==> src/rtl/obi_mem_arbiter.sv <==
// Two-port OBI arbiter in front of a single-port synchronous RAM, with read-modify-write for partial stores.
// Define OBI_ARB_ROUND_ROBIN_EN for round-robin arbitration; otherwise the data port wins conflicts.
module obi_mem_arbiter #(
  parameter int unsigned MEM_AW = 16
) (
  input  logic        clk_i,
  input  logic        rst_ni,

  input  logic        instr_req_i,
  output logic        instr_gnt_o,
  output logic        instr_rvalid_o,
  input  logic [31:0] instr_addr_i,
  output logic [31:0] instr_rdata_o,

  input  logic        data_req_i,
  output logic        data_gnt_o,
  output logic        data_rvalid_o,
  input  logic        data_we_i,
  input  logic [3:0]  data_be_i,
  input  logic [31:0] data_addr_i,
  input  logic [31:0] data_wdata_i,
  output logic [31:0] data_rdata_o,

  output logic [31:0] mem_addr_o,
  output logic [31:0] mem_wdata_o,
  output logic        mem_we_o,
  input  logic [31:0] mem_rdata_i
);

  localparam logic [0:0] ST_IDLE = 1'b0;
  localparam logic [0:0] ST_RMW  = 1'b1;

  // Keeps address bits [MEM_AW-1:2]; everything above and the byte offset read as zero.
  localparam logic [31:0] ADDR_MASK =
    ((MEM_AW >= 32) ? 32'hFFFF_FFFF : ((32'h1 << MEM_AW) - 32'h1)) & 32'hFFFF_FFFC;

  logic [0:0]  state_reg;
  logic        instr_rvalid_reg;
  logic        data_rvalid_reg;
  logic        data_rd_reg;
  logic [31:0] mem_addr_reg;
  logic [31:0] mem_wdata_reg;
  logic [31:0] rmw_addr_reg;
  logic [31:0] rmw_wdata_reg;
  logic [3:0]  rmw_be_reg;

  logic        idle;
  logic        pick_data;
  logic        grant_instr;
  logic        grant_data;
  logic        data_full_wr;
  logic        data_part_wr;
  logic [31:0] merge_data;

`ifdef OBI_ARB_ROUND_ROBIN_EN
  logic last_instr_reg;

  always_ff @(posedge clk_i or negedge rst_ni) begin
    if (!rst_ni) begin
      last_instr_reg <= 1'b1;
    end else if (grant_instr) begin
      last_instr_reg <= 1'b1;
    end else if (grant_data) begin
      last_instr_reg <= 1'b0;
    end
  end

  assign pick_data = last_instr_reg;
`else
  assign pick_data = 1'b1;
`endif

  // Grants are gated by reset so nothing is handed out while rst_ni is low.
  always_comb begin
    idle         = rst_ni && (state_reg == ST_IDLE);
    grant_data   = idle && data_req_i && (!instr_req_i || pick_data);
    grant_instr  = idle && instr_req_i && !grant_data;
    data_full_wr = grant_data && data_we_i && (data_be_i == 4'hF);
    data_part_wr = grant_data && data_we_i && (data_be_i != 4'hF);
  end

  assign instr_gnt_o = grant_instr;
  assign data_gnt_o  = grant_data;

  genvar gi;
  generate
    for (gi = 0; gi < 4; gi++) begin : g_merge
      assign merge_data[8*gi +: 8] = rmw_be_reg[gi] ? rmw_wdata_reg[8*gi +: 8]
                                                    : mem_rdata_i[8*gi +: 8];
    end
  endgenerate

  always_comb begin
    mem_we_o    = (state_reg == ST_RMW) || data_full_wr;
    mem_addr_o  = mem_addr_reg;
    mem_wdata_o = mem_wdata_reg;
    if (state_reg == ST_RMW) begin
      mem_addr_o  = rmw_addr_reg;
      mem_wdata_o = merge_data;
    end else if (grant_data) begin
      mem_addr_o = data_addr_i & ADDR_MASK;
      if (data_full_wr) begin
        mem_wdata_o = data_wdata_i;
      end
    end else if (grant_instr) begin
      mem_addr_o = instr_addr_i & ADDR_MASK;
    end
  end

  always_ff @(posedge clk_i or negedge rst_ni) begin
    if (!rst_ni) begin
      state_reg        <= ST_IDLE;
      instr_rvalid_reg <= 1'b0;
      data_rvalid_reg  <= 1'b0;
      data_rd_reg      <= 1'b0;
      mem_addr_reg     <= 32'h0;
      mem_wdata_reg    <= 32'h0;
      rmw_addr_reg     <= 32'h0;
      rmw_wdata_reg    <= 32'h0;
      rmw_be_reg       <= 4'h0;
    end else begin
      state_reg        <= data_part_wr ? ST_RMW : ST_IDLE;
      instr_rvalid_reg <= grant_instr;
      // A partial write answers only after its RMW cycle, not after its grant.
      data_rvalid_reg  <= (grant_data && !data_part_wr) || (state_reg == ST_RMW);
      data_rd_reg      <= grant_data && !data_we_i;
      mem_addr_reg     <= mem_addr_o;
      mem_wdata_reg    <= mem_wdata_o;
      if (data_part_wr) begin
        rmw_addr_reg  <= data_addr_i & ADDR_MASK;
        rmw_wdata_reg <= data_wdata_i;
        rmw_be_reg    <= data_be_i;
      end
    end
  end

  assign instr_rvalid_o = instr_rvalid_reg;
  assign data_rvalid_o  = data_rvalid_reg;
  assign instr_rdata_o  = instr_rvalid_reg ? mem_rdata_i : 32'h0;
  assign data_rdata_o   = (data_rvalid_reg && data_rd_reg) ? mem_rdata_i : 32'h0;

endmodule

==> config.mk <==
export PLATFORM = sky130hd
export DESIGN_NAME = obi_mem_arbiter
export DESIGN_NICKNAME = d
export VERILOG_FILES = /design/src/rtl/obi_mem_arbiter.sv
export SDC_FILE = /design/constraint.sdc
export NUM_CORES = 1
export LEC_CHECK = 0
export CORE_ASPECT_RATIO = 0.6
export CORE_UTILIZATION = 45
export DETAILED_ROUTE_END_ITERATION = 16
export HOLD_SLACK_MARGIN = 0.08
export PLACE_DENSITY = 0.82
export SETUP_SLACK_MARGIN = 0.05
export SLEW_MARGIN = 10
export SYNTH_ARGS = -nofsm -noshare
export SYNTH_HDL_FRONTEND = slang
export SYNTH_SLANG_ARGS = --single-unit
==> constraint.sdc <==
create_clock -name clk_i -period 2.6 [get_ports clk_i]
set_input_delay 0.52 -clock clk_i [delete_from_list [all_inputs] [get_ports clk_i]]
set_output_delay 0.52 -clock clk_i [all_outputs]
set_load 0.02 [all_outputs]
==> impl_results.md, run 1 <==
* Post-DRT Antenna Nets at 0
* Pre-Repair DR Iteration Count at 7
* Hold Vio Cnt, Final at 0
* Syn Inst Count at 563
* Async SR Flop Fraction at 100%
* Initial Util at 46.2%
* Status: finished, final reports clean
* Final GP Congestion at 0.836
* Critical path's slowest cell: bufbuf_16
* Yosys warns at 0
* Global-route usage over all layers at 30.5%
* Area of the die at 13700 um^2
* Mapped Area at 5940 um^2
* Synthesized area per cell at 10.5 um^2
* Buf+Inv Stages, Crit Path at 4
* Drt drc at 0
* Clock Sinks at 118
* Main flop type after synthesis: dfrtp_1
* Switching power at 0.00204 W
* Cell Int Power at 0.00459 W
* WP depth at 7
* Register share of total power at 36.2%
* Combinational fraction of design power at 26.5%
* Vias at 5822
* Design Area, Final at 9920 um^2
* Die H at 91.0 um
* DP Wirelength at 13.6 mm
* Synth area leaders: dfrtp_1, mux2_1, and2_1
* P_leak at 4.45 nW
* Post-synth EDFFs at 0
* Hold WS at 0.223 ns
* Synth Register Bits at 118
* Area leader, netlist: dfrtp_1
* Number of CTS-inserted buffers at 17
* Setup CP Type: in2out
* Worst setup EP type: output pin
* Clock power frac at 37.2%
* Post-DR vias/cell at 5.61
* Mapped Nets at 700
* Initial antenna violation count at 1
* Iter 0 DRT Violations at 335
* Switching share of total power at 30.8%
* Clock root cell: clkbuf_16
* Peak supply drop at 0.524 mV
* DIE WIDTH at 150 um
* CTS tree: yes
* Slew headroom at 56.8%
* Largest net degree at the start of global routing at 49
* Maximum clock insertion buffer count at 2
* Worst skew pair latency at 0.41 ns
* Reg2reg path depth at 7
* Top-area cell type share of the netlist area at 49.7%
* Number of port buffers at 233
* Fraction of layout cells with a size suffix above 1 at 28.5%
* Total Nets Final at 990
* Slew Viols, Final at 0
* PD cells at 668 nW/um^2
* Slew @ Worst Pin at 0.648 ns
* Clk slew on worst S/H paths at 0.06 ns
* Top delay family on crit path: buffers and inverters
* First-pass GRT wire length at 31.8 mm
* Clock skew at 0.00885 ns
* Vias in the first global route at 5956
* Top achievable clock speed at 396 MHz
* CP cell instances: dlygate4sd2_1, bufbuf_16, o21a_1, nor2_4, buf_6, and2_1, clkdlybuf4s15_2
* Layout Area Growth over Synthesis at 67.2%
* Worst hold-check path type: in2async
* Gr ovfl total at 0
* Total core area at 12900 um^2
* Max Cap Viol at 0
* Reg-to-reg setup timing slack at 0.51 ns
* Final Setup Violations at 0
* CP required at 2.08 ns
* Placed Area at 8900 um^2
* RSZ-0062 raised after global routing: true
* Critical path arrival at 2.01 ns
* WL final at 20.9 mm
* Num ports at 270
* Tmin final at 2.53 ns
* Count of cell types in the netlist at 31
* Tcrit/Tclk final at 97.2%
* Max Fanout on Critical Path at 14
* Final Core Density at 77.2%
* Crit start category: primary input
* Wire per inst at 20.2 um
* FP Rows at 32
* Seq/Total Area, Yosys at 49.7%
* H-tree lvl count at 4
* Crit path largest cell delay at 0.30 ns
==> cell families (layout without fill, tap and decap cells) <==
group	Yosys count	in the layout	synth area share [%]
simple gates	227	227	22.1
compound gates	99	99	12.5
flops	118	118	49.7
buf+inv	57	360	4.28
mux	62	62	11.4
other cells	0	1	0
==> layout by cell type (no fill, tap or decap), types with 6 or more instances in the layout <==
cell,synthesis,layout
mux2i_1,16,16
a31oi_2,0,11
nor2_1,43,42
clkdlybuf4s50_1,0,158
o221ai_2,0,9
o21ai_0,17,12
nand3b_1,14,14
buf_2,8,25
and3_1,33,33
buf_6,4,7
dfrtp_1,118,117
nand2_1,18,17
nor4bb_2,0,8
buf_12,0,11
a211oi_1,16,16
o221ai_1,16,7
clkbuf_16,0,20
and2_1,50,50
buf_4,0,89
a32o_1,14,14
nand3_1,32,30
nor2b_1,17,17
o21bai_1,14,14
mux2_2,17,17
mux2_1,29,29
clkdlybuf4s15_2,0,8
dlygate4sd3_1,0,6
clkbuf_2,0,6
==> power groups by stage <==
stage	Combinational [W]	Sequential [W]	Clock, W
4_1_cts	0.00163	0.00239	0.00248
6_report	0.00176	0.00240	0.00247
5_1_grt	0.00187	0.00244	0.00258
2_1_floorplan	0.000891	0.00232	0
3_5_place_dp	0.00168	0.00242	0
3_3_place_gp	0.00162	0.00239	0
==> synthesized netlist by cell type, drive strengths merged (2+ instances only) <==
cell	instances
nand3	32
inv	2
buf	12
nor4bb	15
and2	50
o22a	4
nor2	44
nand3b	14
mux2i	16
clkbuf	43
a211oi	16
a32o	14
o221ai	16
nand2	18
a31oi	16
o21ai	17
nor2b	17
o21bai	14
and3	33
dfrtp	118
mux2	46
==> tightest hold or removal path: cells and delay by family <==
family	cells	cell delay [ns]
buf+inv	3	0.43
==> final cells by class <==
| cell class | instances | area (um^2) |
|---|---|---|
| multi-input cells | 388 | 3030 |
| well taps | 170 | 213 |
| repair buffers | 326 | 3100 |
| fillers | 835 | 2930 |
| diodes | 1 | 2.50 |
| inverters | 2 | 7.51 |
| flip-flops and latches | 118 | 2950 |
| clock inverters | 15 | 191 |
| clock buffers | 17 | 425 |
==> routing by layer <==
metal,vias up,GRT usage (%),part of all wire (%)
met2,276,49.4,48
met4,0,9.26,1.6
met3,31,6.88,8.0
li1,2639,-,-
met5,-,0,0
met1,2876,40.7,43
==> stage by stage <==
stage               instances  worst slack (ns)  setup TNS [ns]  total power [W]
global placement          983            -0.462          -22.17          0.00401
floorplan                 563             0.204               0          0.00321
detailed placement        983            -0.488          -24.25          0.00410
finish                   1037            0.0741               0          0.00663
CTS                      1027            0.0510               0          0.00650
global route             1037          -0.00130        -0.00130          0.00690
==> final timing paths <==
path                                           to              from
min in group clk_i                  rmw_be_reg[0]      data_be_i[0]
worst max register to register  rmw_wdata_reg[26]         state_reg
max in group asynchronous         mem_addr_reg[6]            rst_ni
worst min register to register   rmw_wdata_reg[5]  rmw_wdata_reg[5]
worst max-delay path               mem_addr_o[18]       instr_req_i
worst min-delay path              rmw_addr_reg[8]            rst_ni
==> repair_timing <==
action	4_1_cts	5_1_grt
gates cloned	2	4
gates resized for setup	285	91
buffers inserted	4	6
endpoints found under the setup margin	66	66
hold buffers	6	0
pin swaps	8	5
endpoints found under the hold margin	21	0
(Power assumes the default switching activity.)
==> run 2: changes to the inputs <==
--- a/config.mk
+++ b/config.mk
@@ -6,10 +6,10 @@
 export NUM_CORES = 1
 export LEC_CHECK = 0
 export CORE_ASPECT_RATIO = 0.6
-export CORE_UTILIZATION = 45
+export CORE_UTILIZATION = 40
 export DETAILED_ROUTE_END_ITERATION = 16
 export HOLD_SLACK_MARGIN = 0.08
-export PLACE_DENSITY = 0.82
+export PLACE_DENSITY = 0.74
 export SETUP_SLACK_MARGIN = 0.05
 export SLEW_MARGIN = 10
 export SYNTH_ARGS = -nofsm -noshare
==> impl_results.md, run 2 (synthesis results as in run 1) <==
* Reg2reg path depth at 5
* Combinational fraction of design power at 25.7%
* CP cell instances: buf_6, nor4bb_2, o21bai_1, a32o_1, clkdlybuf4s15_2
* Pre-CTS setup slack at -0.465 ns
* Crit path largest cell delay at 0.45 ns
* Final Setup Violations at 0
* Number of CTS-inserted buffers at 17
* Iter 0 DRT Violations at 264
* Setup CP Type: reg2out
* H-tree lvl count at 4
* Worst setup EP type: output pin
* Initial Util at 40.9%
* Total Nets Final at 980
* DP Wirelength at 13.7 mm
* Worst hold-check path type: in2async
* Commonest cells after routing, fill and taps aside: clkdlybuf4s50_1, dfrtp_1, buf_4
* Switching power at 0.00189 W
* Slew Viols, Final at 0
* Post-DRT Antenna Nets at 0
* Initial antenna violation count at 1
* Switching share of total power at 30.2%
* Maximum clock insertion buffer count at 2
* Layout Area Growth over Synthesis at 63.5%
* First-pass GRT wire length at 30.8 mm
* Pre-Repair DR Iteration Count at 5
* Top Layer Used: met4
* Clock skew at 0.0127 ns
* Hold WS at 0.182 ns
* Max Fanout on Critical Path at 11
* Global-route usage over all layers at 26.2%
* Slew @ Worst Pin at 0.672 ns
* DIE WIDTH at 159 um
* Met3 routed WL at 1.07 mm
* Power Total at 0.00625 W
* Non-filler cells, final at 1054
* RSZ-0062 raised after global routing: true
* Die H at 96.4 um
* Critical path's slowest cell: dfrtp_2
* Max Cap Viol at 0
* Area of the die at 15300 um^2
* Tcrit/Tclk final at 96.5%
* Wl on met1 at 9.18 mm
* Gr ovfl total at 0
* Final worst slack at 0.0920 ns
* Vias in the first global route at 5837
* Register share of total power at 38.7%
* Fill cell count at 1150
* Commonest non-fill, non-tap cell in the layout: clkdlybuf4s50_1
* Tmin final at 2.51 ns
* WL final at 20.1 mm
* CP required at 2.08 ns
* Top achievable clock speed at 399 MHz
* Num ports at 270
* DR WL met2 at 9.53 mm
* Post-DR vias/cell at 5.37
* Cell Int Power at 0.00436 W
* Clock root cell: clkbuf_16
* P_leak at 4.28 nW
* Final GP Congestion at 0.831
* Vias at 5657
* Status: finished, final reports clean
* Clock power frac at 35.6%
* PD cells at 644 nW/um^2
* Placed Instances at 1005
* Crit start category: flip-flop
* Fraction of layout cells with a size suffix above 1 at 26.8%
* Critical path arrival at 1.99 ns
* Number of port buffers at 233
* Slew headroom at 55.2%
* Largest net degree at the start of global routing at 31
* Drt drc at 0
* FP Rows at 34
* Clk slew on worst S/H paths at 0.06 ns
* Worst skew pair latency at 0.41 ns
* Hold Vio Cnt, Final at 0
* CTS tree: yes
* Clock Sinks at 118
* Peak supply drop at 0.398 mV
* Total core area at 14500 um^2
* Setup tns final at 0 ns
* Wire per inst at 19.0 um
-- run 2: cell count changes in the layout (fill, tap and decap cells not counted), sizes merged, moves of 3 or more --
cell | previous run | this run
buf | 134 | 119
clkbuf | 26 | 32
clkdlybuf4s15 | 8 | 13
clkinvlp | 2 | 5
dlygate4sd3 | 6 | 3
inv | 8 | 2
-- run 2: through the flow --
step	util [%]	instance area, um^2
3_5_place_dp	61.6	8930
3_3_place_gp	61.6	8930
6_report	66.9	9700
2_1_floorplan	-	5940
4_1_cts	66.4	9640
5_1_grt	66.9	9700
-- run 2: timing repair --
action | in CTS | in global routing
hold buffers | 3 | 0
buffers inserted | 7 | 3
resized for setup | 288 | 66
pin swaps | 5 | 6
endpoints found under the hold margin | 20 | 0
setup endpoints to repair | 67 | 74
cloned | 2 | 3
-- run 2: critical path, delay by kind of cell (launching register included) --
family,cells,cell delay [ns]
simple gates,1,0.31
compound gates,2,0.38
buf+inv,2,0.44
flops,1,0.45
-- run 2: final cells by class --
cell class                      instances  area (um^2)  area share [%]
Clock inverter                         13          135            1.39
Clock buffer                           18          429            4.42
Timing Repair Buffer                  316         2990            30.9
Tap cell                              198          248            2.55
Multi-Input combinational cell        388         2930            30.2
Inverter                                2         7.51          0.0774
Antenna cell                            1         2.50          0.0258
Sequential cell                       118         2950            30.4
-- run 2: worst paths after layout --
kind                             startpoint                end  slack (ns)
setup reg to reg                  state_reg   rmw_wdata_reg[0]        0.85
hold reg to reg            mem_addr_reg[21]   mem_addr_reg[21]        0.48
setup / recovery                  state_reg      mem_addr_o[7]        0.09
hold / removal                       rst_ni  rmw_wdata_reg[31]        0.18
max in group asynchronous            rst_ni    rmw_addr_reg[5]        1.48
min in group clk_i                data_we_i        data_rd_reg        0.43
-- run 2: power groups by stage --
stage / logic [W] / registers (W) / clock network (W)
final: 0.00161 / 0.00242 / 0.00223
after global placement: 0.00161 / 0.00240 / 0
after floorplan: 0.000891 / 0.00232 / 0
after CTS: 0.00158 / 0.00241 / 0.00227
after detailed placement: 0.00166 / 0.00243 / 0
after global routing: 0.00173 / 0.00245 / 0.00236
-- run 2: layer usage --
layer	track usage, %	up-vias
li1	-	2617
met1	34.1	2801
met2	43.9	211
met3	6.12	28
met4	7.85	0
met5	0	-
==> RTL change 1 (settings of run 2) <==
The option `OBI_ARB_ROUND_ROBIN_EN` is turned on by a define.
--- a/src/rtl/obi_mem_arbiter.sv
+++ b/src/rtl/obi_mem_arbiter.sv
@@ -1,5 +1,7 @@
 // Two-port OBI arbiter in front of a single-port synchronous RAM, with read-modify-write for partial stores.
 // Define OBI_ARB_ROUND_ROBIN_EN for round-robin arbitration; otherwise the data port wins conflicts.
+`define OBI_ARB_ROUND_ROBIN_EN
+
 module obi_mem_arbiter #(
   parameter int unsigned MEM_AW = 16
 ) (
Check against the original RTL: not equivalent (a bounded check fails within 4 cycles, from zero or initial values and one cycle with rst_ni low).
==> RTL change 1 against run 2 <==
- the flow now finishes with violations (setup timing)
- area after synthesis down 4.7%
- sequential cell count increased by 1
- critical path type unchanged
- largest power group unchanged
- worst setup slack got worse by 0.13 ns
- wire length shrank 0.89%
- sequential share of layout area rose by 0.17 points
- final area rose by 0.32%
- total power rose by 19%
- final cell count shrank 3.8%
- via count down 3.6%
==> RTL change 1: results (changes against run 2) <==
[final_layout]
fillers = 1004  ; -13%
stdcell_count = 1014  ; -3.8%
diodes = 0  ; -1
drive_above_1_share_pct = 37.3  ; +11 points

[drt]
firstDrtPassIters = 8  ; +3
avgViaCountPerCell = 5.38  ; +0.18%
drt-initial-drc-count = 287  ; +8.7%
totalWireLength_um = 19900  ; -0.89%

[global_route]
grt_pass1_vias = 5723  ; -2.0%
grt_pass1_wl_um = 30900  ; +0.13%
grt_usage_pct = 27.9  ; +1.8 points

[placement]
hpwl_um = 13100  ; -4.4%
gp_congestion = 0.838  ; +0.89%
dpl_cell_area_um2 = 8580  ; -4.0%

[synthesis]
yosysSeqAreaShare_pct = 52.6  ; +2.9 points
synth_area_leaders = dfrtp_1, mux2_2, mux2i_1
syn_avg_cell_area_um2 = 11.1  ; +5.5%
synthDistinctLibCells = 35  ; +13%

[run_status]
violations = setup timing
outcome = finished with violations

[pwr]
p_int_uw = 5010  ; +15%
power_leakage_uw = 0.00442  ; +3.3%

[sta]
setup_slack_ns = -0.0393  ; -0.131 ns
finalSetupViolCount = 7  ; +7
tightest_slew_ns = 1.08  ; +0.405 ns

[setup_path]
worst_r2r_path_depth = 8  ; +3

==> RTL change 1: cell types whose count changed after synthesis, moves of 21 or more <==
cell,change
a22oi_1,+32
mux2_1,-29
mux2i_1,+25
nor2_1,-41
nand3_1,-23
mux2_2,+21
nand2_1,+22
==> RTL change 1: kinds of logic after synthesis <==
logic type | share of synthesized area (%)
muxes | 14.8
AOI/OAI and AO/OA | 12.2
buffers and inverters | 4.80
and+or+nand+nor | 15.6
DFF | 52.6
==> RTL change 1: layer usage <==
| layer | vias up | wire length, um | global-route usage [%] |
|---|---|---|---|
| met5 | - | 0 | 0 |
| met4 | 0 | 277 | 9.48 |
| met3 | 25 | 1430 | 6.32 |
| met2 | 247 | 9330 | 44.7 |
| met1 | 2751 | 8850 | 37.5 |
| li1 | 2429 | - | - |
==> RTL change 1: per-stage QoR <==
stage / util (%) / setup WS [ns] / hold WS [ns] / setup TNS [ns]
after floorplan: - / 0.215 / 0.224 / 0
after global placement: 62.6 / -0.721 / 0.469 / -37.37
after detailed placement: 62.6 / -0.791 / 0.474 / -41.54
after CTS: 70.0 / -0.0483 / 0.0882 / -0.103
after global routing: 71.0 / -0.123 / 0.111 / -2.44
final: 71.0 / -0.0393 / 0.0963 / -0.0930
==> RTL change 1: power by group through the flow <==
stage                     sequential [uW]  combinational (uW)  clock [uW]
after CTS                            2620                2440        2290
after floorplan                      2490                1230           0
after global routing                 2680                2710        2380
after detailed placement             2620                2220           0
after global placement               2590                2160           0
final                                2630                2550        2250
==> RTL change 1: worst max-delay path, delay by kind of cell (launching register included) <==
kind	cells	cell delay (ns)
compound gates	2	0.61
buf+inv	2	0.43
flops	1	0.43
mux	1	0.07
simple gates	1	0.17
==> RTL change 1: layout make-up <==
cell class	count	area (um^2)	area share, %
flip-flops and latches	119	2980	30.6
clock buffers	17	425	4.37
inverters	18	67.6	0.694
multi-input cells	333	2730	28.0
repair buffers	320	3150	32.3
clock inverters	15	145	1.49
well taps	192	240	2.47
==> RTL change 1: repair_timing <==
action / CTS / global route
endpoints found under the setup margin: 67 / 61
gates resized for setup: 396 / 31
setup buffers: 17 / 5
cloned: 4 / 1
pin swaps: 34 / 10
==> RTL change 1: path summary, 6_finish.rpt <==
check / startpoint / end / slack (ns)
min: rst_ni / rmw_wdata_reg[26] / 0.1
max in group asynchronous: rst_ni / mem_wdata_reg[31] / 1.20
min in group clk_i: rst_ni / last_instr_reg / 0.44
max: state_reg / mem_addr_o[9] / -0.04
min reg2reg: mem_addr_reg[21] / mem_addr_reg[21] / 0.50
max reg2reg: state_reg / rmw_wdata_reg[3] / 0.62
==> RTL change 2 (settings of run 2) <==
Made on the original files. `mem_wdata_reg` no longer has a reset.
--- a/src/rtl/obi_mem_arbiter.sv
+++ b/src/rtl/obi_mem_arbiter.sv
@@ -114,7 +114,6 @@
       data_rvalid_reg  <= 1'b0;
       data_rd_reg      <= 1'b0;
       mem_addr_reg     <= 32'h0;
-      mem_wdata_reg    <= 32'h0;
       rmw_addr_reg     <= 32'h0;
       rmw_wdata_reg    <= 32'h0;
       rmw_be_reg       <= 4'h0;
@@ -125,13 +124,16 @@
       data_rvalid_reg  <= (grant_data && !data_part_wr) || (state_reg == ST_RMW);
       data_rd_reg      <= grant_data && !data_we_i;
       mem_addr_reg     <= mem_addr_o;
-      mem_wdata_reg    <= mem_wdata_o;
       if (data_part_wr) begin
         rmw_addr_reg  <= data_addr_i & ADDR_MASK;
         rmw_wdata_reg <= data_wdata_i;
         rmw_be_reg    <= data_be_i;
       end
     end
+  end
+
+  always_ff @(posedge clk_i) begin
+    mem_wdata_reg <= mem_wdata_o;
   end
 
   assign instr_rvalid_o = instr_rvalid_reg;
Formal check against the unedited RTL: differs if rst_ni is asserted again (counterexample within 4 cycles, from zero or initial values and one cycle with rst_ni low); with rst_ni held inactive, the same outputs for 4 cycles.
==> RTL change 2 against run 2 <==
- total power grew 3.1%
- worst hold slack lost 0.088 ns
- core utilization grew 2.3 points
- final area shrank 1.1%
- sequential cell count is the same
- sequential share of layout area shrank 1.3 points
- worst setup slack lost 0.0065 ns
- largest power group is now clock
- via count shrank 1.6%
- highest routed layer unchanged
- wire length shrank 2.9%
- first-iteration DRC count shrank 4.2%
- area after synthesis shrank 2.7%
- final cell count is essentially flat
==> RTL change 2: results (changes against run 2) <==
[synthesis]
synth_mux_area_share_pct = 11.7  ; +0.32 points
postSynthNetCount = 700  ; unchanged
yosysSeqAreaShare_pct = 48.4  ; -1.4 points
synth_common_cells = dfrtp_1, and2_1, clkbuf_1, nor2_1, and3_1
synth_xor_area_share_pct = 0  ; unchanged
synth_compound_area_share_pct = 12.8  ; +0.35 points
synthDistinctLibCells = 32  ; +3.2%
synth_area_leaders = dfrtp_1, dfxtp_1, mux2_1
postSynth.asyncResetShare_pct = 72.9  ; -27 points

[final_layout]
fillers = 1069  ; -7.0%
nets = 986  ; +0.61%
drive_above_1_share_pct = 28.3  ; +1.5 points

[sta]
holdWs_ns = 0.0942  ; -0.0878 ns
tightest_slew_ns = 0.626  ; -0.0459 ns
skew_ns = 0.0121  ; -0.000588 ns

[drt]
avgViaCountPerCell = 5.28  ; -1.6%
totalWireLength_um = 19500  ; -2.9%
drt-initial-drc-count = 253  ; -4.2%

[cts]
htree_levels = 4  ; unchanged
cts_setup_buffers = 7  ; unchanged
post_cts_resize_count = 282  ; -2.1%

[placement]
hpwl_um = 13400  ; -2.6%
gp_congestion = 0.830  ; about the same

[setup_path]
crit_end = mem_wdata_o[25]
critPathMaxFanout = 6  ; -5
r2r_end = rmw_wdata_reg[17]
r2r_slack_ns = 0.82  ; -0.03 ns

[pwr]
peakVddDrop_v = 0.000405  ; +1.7%
power_leakage_uw = 0.00428  ; about the same

[global_route]
grt_usage_pct = 26.2  ; +0.076 points
grt_antenna_before_repair = 0  ; -1
grt_pass1_vias = 5677  ; -2.7%
grt_max_degree = 36  ; +16%
grt_pass1_wl_um = 29900  ; -3.0%

[run_status]
outcome = finished, final reports clean

==> RTL change 2: cell types whose count changed after synthesis <==
cell and delta:
dfxtp_1 +32, dfrtp_1 -32
==> RTL change 2: per-layer routing <==
layer  wire, um  up-vias  track usage, %  part of all wire, %
met5          0        -               0                    0
met4        172        0            6.55                 0.88
met3       1410       19            6.73                  7.2
met2       9210      211            44.0                   47
met1       8700     2715            34.0                   45
li1           -     2624               -                    -
==> RTL change 2: critical path: cells and delay by family (launching register included) <==
family,cells,cell delay [ns]
compound gates,1,0.23
buf+inv,3,0.48
flops,1,0.46
simple gates,2,0.43
==> RTL change 2: power by group <==
| group | leakage [uW] | internal [uW] | switching, uW |
|---|---|---|---|
| Combinational | 0.00267 | 806 | 831 |
| Sequential | 0.00133 | 2190 | 213 |
| Clock | 0.000288 | 1560 | 851 |
| Total | 0.00428 | 4550 | 1900 |
==> RTL change 2: cell families (layout without fill, tap and decap cells) <==
family / after synthesis / count (layout)
flops: 118 / 118
other cells: 0 / 1
buf+inv: 57 / 356
simple gates: 227 / 227
mux: 62 / 62
compound gates: 99 / 99
==> RTL change 2: metrics by stage <==
step,utilization [%],instances,power [uW],instance area [um^2],worst slack (ns)
floorplan,-,563,3210,5780,0.204
detailed placement,63.4,1010,4060,8790,-0.500
finish,69.2,1055,6440,9600,0.0855
CTS,67.9,1052,6390,9420,0.0520
global placement,63.4,1010,3990,8790,-0.489
global route,69.2,1054,6730,9600,0.0231
==> RTL change 2: cell type report <==
class	instances	share of cell area, %
sequential	118	29.1
antenna	1	0.0261
timing repair buffer	322	30.9
multi-input combinational	388	31.1
inverter	2	0.0782
clock inverter	12	1.59
clock buffer	20	4.76
tap	192	2.50
